<file path="config.mk">
export PLATFORM = sky130hd
export DESIGN_NAME = fetch_stage_flat
export DESIGN_NICKNAME = d
export VERILOG_FILES = /design/src/rtl/fetch_stage_if.sv /design/src/rtl/fetch_stage.sv /design/src/flat_wrapper.sv
export SDC_FILE = /design/constraint.sdc
export NUM_CORES = 1
export LEC_CHECK = 0
export CORE_AREA = 2 2 131 133
export CTS_CLUSTER_DIAMETER = 200
export DETAILED_ROUTE_END_ITERATION = 7
export DIE_AREA = 0 0 133 135
export PLACE_DENSITY = 0.7
export SLEW_MARGIN = 40
export SYNTH_ARGS = -nofsm -noshare
export SYNTH_HDL_FRONTEND = slang
export SYNTH_SLANG_ARGS = --single-unit
</file>
<file path="constraint.sdc">
create_clock -name clk -period 4.2 [get_ports clk]
set_clock_uncertainty 0.2 [all_clocks]
set_input_delay 0.84 -clock clk [delete_from_list [all_inputs] [get_ports clk]]
set_output_delay 0.84 -clock clk [all_outputs]
set_load 0.02 [all_outputs]
</file>
<file path="src/rtl/fetch_stage_if.sv">
// fetch_stage_if: fetch-stage bus bundle (i-cache port, pipeline control, IF/ID register)
//   master (fetch stage): drives i_cache_read/i_cache_address, fetch_ready, if_id_pc/instr/valid
//                         receives i_cache_rdata/i_cache_resp, stall, redirect/redirect_pc
//   slave  (environment): the mirror image
interface fetch_stage_if;
    logic        i_cache_read;
    logic [31:0] i_cache_address;
    logic [31:0] i_cache_rdata;
    logic        i_cache_resp;
    logic        stall;
    logic        redirect;
    logic [31:0] redirect_pc;
    logic        fetch_ready;
    logic [31:0] if_id_pc;
    logic [31:0] if_id_instr;
    logic        if_id_valid;
    modport master (
        output i_cache_read, i_cache_address, fetch_ready, if_id_pc, if_id_instr, if_id_valid,
        input  i_cache_rdata, i_cache_resp, stall, redirect, redirect_pc
    );
    modport slave (
        input  i_cache_read, i_cache_address, fetch_ready, if_id_pc, if_id_instr, if_id_valid,
        output i_cache_rdata, i_cache_resp, stall, redirect, redirect_pc
    );
endinterface

</file>
<file path="src/rtl/fetch_stage.sv">
// fetch_stage: RV32I instruction fetch; owns the PC, reads the i-cache, fills IF/ID
//   clk, rst : clock, synchronous active-high reset
//   bus      : fetch_stage_if.master (i-cache request/response, stall, redirect, IF/ID outputs)
module fetch_stage #(
    parameter logic [31:0] RESET_PC  = 32'h0000_0060,
    parameter logic [31:0] NOP_INSTR = 32'h0000_0013
) (
    input logic         clk,
    input logic         rst,
    fetch_stage_if.master bus
);
    typedef enum logic [1:0] {FETCH, READY, DRAIN} state_t;
    state_t      state_q;
    logic [31:0] pc_q, pend_q, buf_q, id_pc_q, id_instr_q;
    logic        id_valid_q;
    logic [31:0] tgt;
    assign tgt                 = {bus.redirect_pc[31:2], 2'b00};
    assign bus.fetch_ready     = (state_q == FETCH && bus.i_cache_resp) || state_q == READY;
    assign bus.i_cache_read    = !rst && state_q != READY;
    // in DRAIN pc_q still holds the in-flight address; the redirect target waits in pend_q
    assign bus.i_cache_address = pc_q;
    assign bus.if_id_pc        = id_pc_q;
    assign bus.if_id_instr     = id_instr_q;
    assign bus.if_id_valid     = id_valid_q;
    always_ff @(posedge clk) begin
        if (rst) begin
            state_q    <= FETCH;
            pc_q       <= RESET_PC;
            pend_q     <= '0;
            buf_q      <= '0;
            id_pc_q    <= '0;
            id_instr_q <= NOP_INSTR;
            id_valid_q <= 1'b0;
        end else if (bus.redirect && !bus.stall) begin
            id_valid_q <= 1'b0;
            id_instr_q <= NOP_INSTR;
            // an unanswered request must complete before the target can be issued
            if (state_q != READY && !bus.i_cache_resp) begin
                pend_q  <= tgt;
                state_q <= DRAIN;
            end else begin
                pc_q    <= tgt;
                state_q <= FETCH;
            end
        end else begin
            case (state_q)
                FETCH: if (bus.i_cache_resp) begin
                    if (!bus.stall) begin
                        id_pc_q    <= pc_q;
                        id_instr_q <= bus.i_cache_rdata;
                        id_valid_q <= 1'b1;
                        pc_q       <= pc_q + 32'd4;
                    end else begin
                        buf_q   <= bus.i_cache_rdata;
                        state_q <= READY;
                    end
                end
                READY: if (!bus.stall) begin
                    id_pc_q    <= pc_q;
                    id_instr_q <= buf_q;
                    id_valid_q <= 1'b1;
                    pc_q       <= pc_q + 32'd4;
                    state_q    <= FETCH;
                end
                DRAIN: if (bus.i_cache_resp) begin
                    pc_q    <= pend_q;
                    state_q <= FETCH;
                end
                default: state_q <= FETCH;
            endcase
        end
    end
endmodule

</file>
<file path="src/flat_wrapper.sv">
// flat-port wrapper written by rule: the top's interface ports become plain ports
module fetch_stage_flat 
#(
    parameter logic [31:0] RESET_PC  = 32'h0000_0060,
    parameter logic [31:0] NOP_INSTR = 32'h0000_0013
)
  (clk, rst, bus_i_cache_read, bus_i_cache_address, bus_fetch_ready, bus_if_id_pc, bus_if_id_instr, bus_if_id_valid, bus_i_cache_rdata, bus_i_cache_resp, bus_stall, bus_redirect, bus_redirect_pc);
  fetch_stage_if bus_i ();
  input logic clk;
  input logic rst;
  output wire logic [$bits(bus_i.i_cache_read)-1:0] bus_i_cache_read;
  output wire logic [$bits(bus_i.i_cache_address)-1:0] bus_i_cache_address;
  output wire logic [$bits(bus_i.fetch_ready)-1:0] bus_fetch_ready;
  output wire logic [$bits(bus_i.if_id_pc)-1:0] bus_if_id_pc;
  output wire logic [$bits(bus_i.if_id_instr)-1:0] bus_if_id_instr;
  output wire logic [$bits(bus_i.if_id_valid)-1:0] bus_if_id_valid;
  input wire logic [$bits(bus_i.i_cache_rdata)-1:0] bus_i_cache_rdata;
  input wire logic [$bits(bus_i.i_cache_resp)-1:0] bus_i_cache_resp;
  input wire logic [$bits(bus_i.stall)-1:0] bus_stall;
  input wire logic [$bits(bus_i.redirect)-1:0] bus_redirect;
  input wire logic [$bits(bus_i.redirect_pc)-1:0] bus_redirect_pc;
  assign bus_i_cache_read = bus_i.i_cache_read;
  assign bus_i_cache_address = bus_i.i_cache_address;
  assign bus_fetch_ready = bus_i.fetch_ready;
  assign bus_if_id_pc = bus_i.if_id_pc;
  assign bus_if_id_instr = bus_i.if_id_instr;
  assign bus_if_id_valid = bus_i.if_id_valid;
  assign bus_i.i_cache_rdata = bus_i_cache_rdata;
  assign bus_i.i_cache_resp = bus_i_cache_resp;
  assign bus_i.stall = bus_stall;
  assign bus_i.redirect = bus_redirect;
  assign bus_i.redirect_pc = bus_redirect_pc;
  fetch_stage #(.RESET_PC(RESET_PC), .NOP_INSTR(NOP_INSTR)) u_core (.clk(clk), .rst(rst), .bus(bus_i));
endmodule
</file>
# Yosys cells after proc, flatten, opt, wreduce, memory -nomap -nowiden
# Cells that the tools add are included.
[classes]
n_reduce_logical = 19
bitwise = 1
muxes = 23
n_addsub = 1
n_eq_ne = 11
[op_table]
columns = ["operator", "n"]
rows = [
  ["$mux W32", 10],
  ["$pmux W32 S2", 2],
  ["$pmux W32 S3", 1],
  ["$add A32 B3 Y32 const B", 1],
  ["$reduce_and A4 Y1", 4],
  ["$mux W2", 6],
  ["$ne A3 B3 Y1 const B", 3],
  ["$ne A2 B2 Y1 const B", 4],
  ["$pmux W2 S3", 1],
  ["$logic_and A1 B1 Y1", 4],
  ["$reduce_and A2 Y1", 2],
  ["$reduce_bool A4 Y1", 1],
  ["$logic_not A1 Y1", 3],
  ["$ne A3 B2 Y1 const B", 1],
  ["$reduce_and A3 Y1", 1],
  ["$eq A2 B1 Y1 const B", 1],
  ["$eq A2 B2 Y1 const B", 1],
  ["$logic_not A2 Y1", 1],
  ["$mux W1", 2],
  ["$ne A2 B1 Y1 const B", 1],
  ["$pmux W1 S2", 1],
  ["$reduce_bool A2 Y1", 1],
  ["$reduce_or A2 Y1", 1],
  ["$logic_or A1 B1 Y1", 1],
  ["$not A1 Y1", 1],
]
[totals]
reg_bits = 161
output_inout_bits = 99

# Logic depth before layout (Yosys ltp)
[depth]
word_depth = 5
depth_mapped = 8
ltp_nobuf = 6

# Least setup slack after synthesis
# No wires, ideal clock.
[synth_timing]
kind = "input port to output port"
start = "input port rst"
end = "output port bus_i_cache_read"
arrival_time_ns = 1.543
stages = 3
setup_slack_ns = 1.617
n_path_buf = 2
cell_sequence = "clkbuf_1 clkbuf_1 nor2_1"
[synth_between]
elab_chain_cells = 2
[synth_rtl]
columns = ["item", "line", "source"]
rows = [
  ["start: declaration", "flat_wrapper.sv:10", "input logic rst;"],
  ["$logic_not A1 Y1", "fetch_stage.sv:19", "assign bus.i_cache_read = !rst && state_q != READY;"],
  ["$logic_and A1 B1 Y1", "fetch_stage.sv:19", ""],
  ["end: declaration", "flat_wrapper.sv:11", "output wire logic [$bits(bus_i.i_cache_read)-1:0] bus_i_cache_read;"],
]
# No other way between the ends.

# Worst setup path in the final report
[layout_timing]
start = "input port bus_i_cache_resp"
end = "output port bus_fetch_ready"
[layout_between]
elab_chain_cells = 2
[layout_rtl]
columns = ["item", "line", "source"]
rows = [
  ["start: declaration", "flat_wrapper.sv:18", "input wire logic [$bits(bus_i.i_cache_resp)-1:0] bus_i_cache_resp;"],
  ["$logic_and A1 B1 Y1", "fetch_stage.sv:18", "assign bus.fetch_ready = (state_q == FETCH && bus.i_cache_resp) || state_q == READY;"],
  ["$logic_or A1 B1 Y1", "fetch_stage.sv:18", ""],
  ["end: declaration", "flat_wrapper.sv:13", "output wire logic [$bits(bus_i.fetch_ready)-1:0] bus_fetch_ready;"],
]
# No other way between the ends.

==> impl_metrics.yaml <==
yosys:
  yosysWarnings: 0
  ys_seq_elements: 157
  synth.area.top_cells: "dfxtp_1 (45%), nand2_1 (15%), a21oi_1 (8.6%)"
  synthSimpleGateAreaFrac_pct: 27.2
  synth_edf_count: 0
  avgSynthCellArea_um2: 7.55
  ys_async_sr_fraction_pct: 0
  synth_top_family_by_area: "simple AND/OR/NAND/NOR gates"
  syn_inst: 927
  synthMuxAreaShare_pct: 0
  synth_adder_area_share_pct: 0.179
  synth_top_area_share_pct: 44.9
  yosysSeqAreaShare_pct: 44.9
  synth_compound_area_share_pct: 21.1
  yosys.area.top_type: "dfxtp_1"
  yosysUniqueCellTypes: 52
  synth_area_mm2: 0.00700
  synth_ff_type: "dfxtp_1"
  synthXorXnorAreaFrac_pct: 1.13
critical_path:
  cp_max_fo: 6
  start_kind: "input port"
  rr_worst_depth: 6
  crit_arrival_ns: 2.49
  rrSetupSlack_ns: 1.71
  crit_path_start: "bus_i_cache_resp"
  r2r_end: "u_core.bus.i_cache_address[30]$_SDFFE_PP0P_"
  cp.required_ns: 3.16
  r2r_start: "u_core.bus.i_cache_address[2]$_SDFFE_PP0P_"
  crit_path_end: "bus_fetch_ready"
  end_kind: "output port"
  critPathKind: "input port to output port"
routing:
  postRouteAntennaNets: 0
  drt-initial-drc-count: 446
  drcViolationCount: 0
  firstDrtPassIters: 5
  viasPerCell: 5.34
  wire_per_inst_um: 15.8
  vias: 6814
  routed_wl_mm: 20.2
cts:
  cts-root-buf: "clkbuf_16"
  post_cts_buffers: 0
  clock_latency_ns: 0.44
  postCtsHoldBufs: 0
  cts_tree: "built"
  clkTransAtPathRegs_ns: 0.06
  cts_max_level: 4
  cts_buffers: 17
  clock_path_buffers: 2
  post_cts_resized: 0
  cts.sinks: 157
global_routing:
  track_usage_pct: 22.6
  grt_pass1_vias: 6128
  grt-ovfl-total: 0
  antenna_found_initial: 0
  grt_max_degree: 66
  grt_pass1_wl_mm: 32.4
worst_hold_path:
  hold_path.class: "flip-flop to flip-flop"
final_layout:
  multi_input_area_mm2: 0.00351
  fillers: 1537
  insertedDiodeCount: 0
  final_cell_mix: "nand2_1 (280), clkdlybuf4s50_1 (160), dfxtp_1 (157)"
  regArea_mm2: 0.00314
  drive_gt1_share_pct: 6.73
  mostFrequentLayoutCell: "nand2_1"
  syn_to_final_growth_pct: 32.8
  nets: 1112
  finish.utilization_pct: 56.7
sta:
  worst_pin_slew_ns: 0.704
  setup_violations: 0
  slew_headroom_pct: 53.1
  tns_ns: 0
  hold_viol: 0
  rsz0062_at_grt: "no"
  fmax_mhz: 284
  slew_violations: 0
  worst_slack_ns: 0.674
  period_share_pct: 84.0
  final.min_clock_period_ns: 3.53
run_status:
  status: "finished, final reports clean"
die:
  core_mm2: 0.0164
  die_y_um: 135
  ios: 168
  dieArea_mm2: 0.0180
  row_count: 47
  start_util_pct: 42.7
  die_x_um: 133
pwr:
  power_density_mw_per_mm2: 401
  p_leak_nw: 3.27
  vdd_drop_max_mv: 0.282
placed_design:
  portBuffers: 161
  gp_congestion: 0.807
  pre_cts_ws_ns: 0.676
  dp_hpwl_mm: 12.8
run:
  maxCapViolCount: 0
==> synth_stat cells (2+ instances only) <==
cell and instances:
o21ai_0 21, a31oi_1 6, inv_1 6, nor2_1 68, o211ai_1 6, clkbuf_2 2, nand2_1 280, a311oi_1 32
xor2_1 4, nand4_1 17, buf_2 11, a22oi_1 3, a221oi_1 3, buf_4 4, a211o_1 5, dfxtp_1 157
a21oi_1 120, a211oi_1 10, o31ai_1 4, nor4_1 5, nand2b_1 3, nor3_4 2, or4_1 3, a22o_1 4
and2_1 3, nor3_1 15, nand4_4 2, nand3_1 13, o221a_2 6, xnor2_1 5, a21o_1 5, or3_1 4
clkbuf_1 68, and3_1 8, nor2b_1 4, nor4_4 2
==> how the worst min path moves through the flow <==
| stage | from | endpoint | depth (start not counted) |
|---|---|---|---|
| 5_1_grt | u_core.pend_q[28]$_SDFFE_PP0P_ | u_core.pend_q[28]$_SDFFE_PP0P_ | 2 |
| 4_1_cts | u_core.pend_q[10]$_SDFFE_PP0P_ | u_core.pend_q[10]$_SDFFE_PP0P_ | 2 |
| 2_1_floorplan | u_core.pend_q[10]$_SDFFE_PP0P_ | u_core.pend_q[10]$_SDFFE_PP0P_ | 2 |
| 3_3_place_gp | u_core.pend_q[22]$_SDFFE_PP0P_ | u_core.pend_q[22]$_SDFFE_PP0P_ | 2 |
| 6_report | u_core.pend_q[10]$_SDFFE_PP0P_ | u_core.pend_q[10]$_SDFFE_PP0P_ | 2 |
| 3_5_place_dp | u_core.pend_q[10]$_SDFFE_PP0P_ | u_core.pend_q[10]$_SDFFE_PP0P_ | 2 |
==> per-layer routing <==
metal / track usage [%] / routed length (um) / up-vias
li1: - / - / 3434
met2: 36.8 / 9350 / 207
met5: 0 / 0 / -
met1: 30.3 / 9350 / 3150
met3: 4.99 / 1190 / 23
met4: 6.69 / 291 / 0
==> power breakdown <==
| part | switching (mW) | internal, mW | total, mW |
|---|---|---|---|
| Sequential | 0.0695 | 1.56 | 1.63 |
| Combinational | 0.291 | 0.229 | 0.519 |
| Clock | 0.690 | 0.896 | 1.59 |
==> kinds of logic (layout without fill, tap and decap cells) <==
| group | after synthesis | count (layout) |
|---|---|---|
| flops | 157 | 157 |
| compound gates | 233 | 233 |
| xor+xnor | 9 | 9 |
| fa+ha+maj | 1 | 1 |
| other cells | 1 | 4 |
| simple gates | 434 | 434 |
| buf+inv | 92 | 217 |
==> state kept, by name (all words and copies together), names as in the netlist <==
name / flops
u_core.buf_q: 32
u_core.bus.i_cache_address: 30
u_core.bus.if_id_instr: 32
u_core.bus.if_id_pc: 30
u_core.bus.if_id_valid: 1
u_core.pend_q: 30
u_core.state_q: 2
==> final cells by class <==
class | instances | area share [%]
Timing Repair Buffer | 179 | 18.8
Clock buffer | 17 | 4.57
Sequential cell | 157 | 33.8
Inverter | 6 | 0.242
Tap cell | 220 | 2.96
Clock inverter | 15 | 1.90
Multi-Input combinational cell | 681 | 37.8
==> per-stage QoR <==
stage	cells	instance area, um2	hold slack (ns)	total power [mW]
floorplan	930	7010	0.233	1.94
global placement	1243	8700	0.241	2.17
detailed placement	1243	8700	0.246	2.18
CTS	1275	9300	0.255	3.76
global route	1275	9300	0.268	3.88
finish	1275	9300	0.252	3.73
==> critical path, stage by stage <==
cell             delay (ns)
clkdlybuf4s50_1        0.51
o21bai_1               0.45
inv_1                  0.11
clkdlybuf4s50_1        0.59
(Power assumes the default switching activity.)
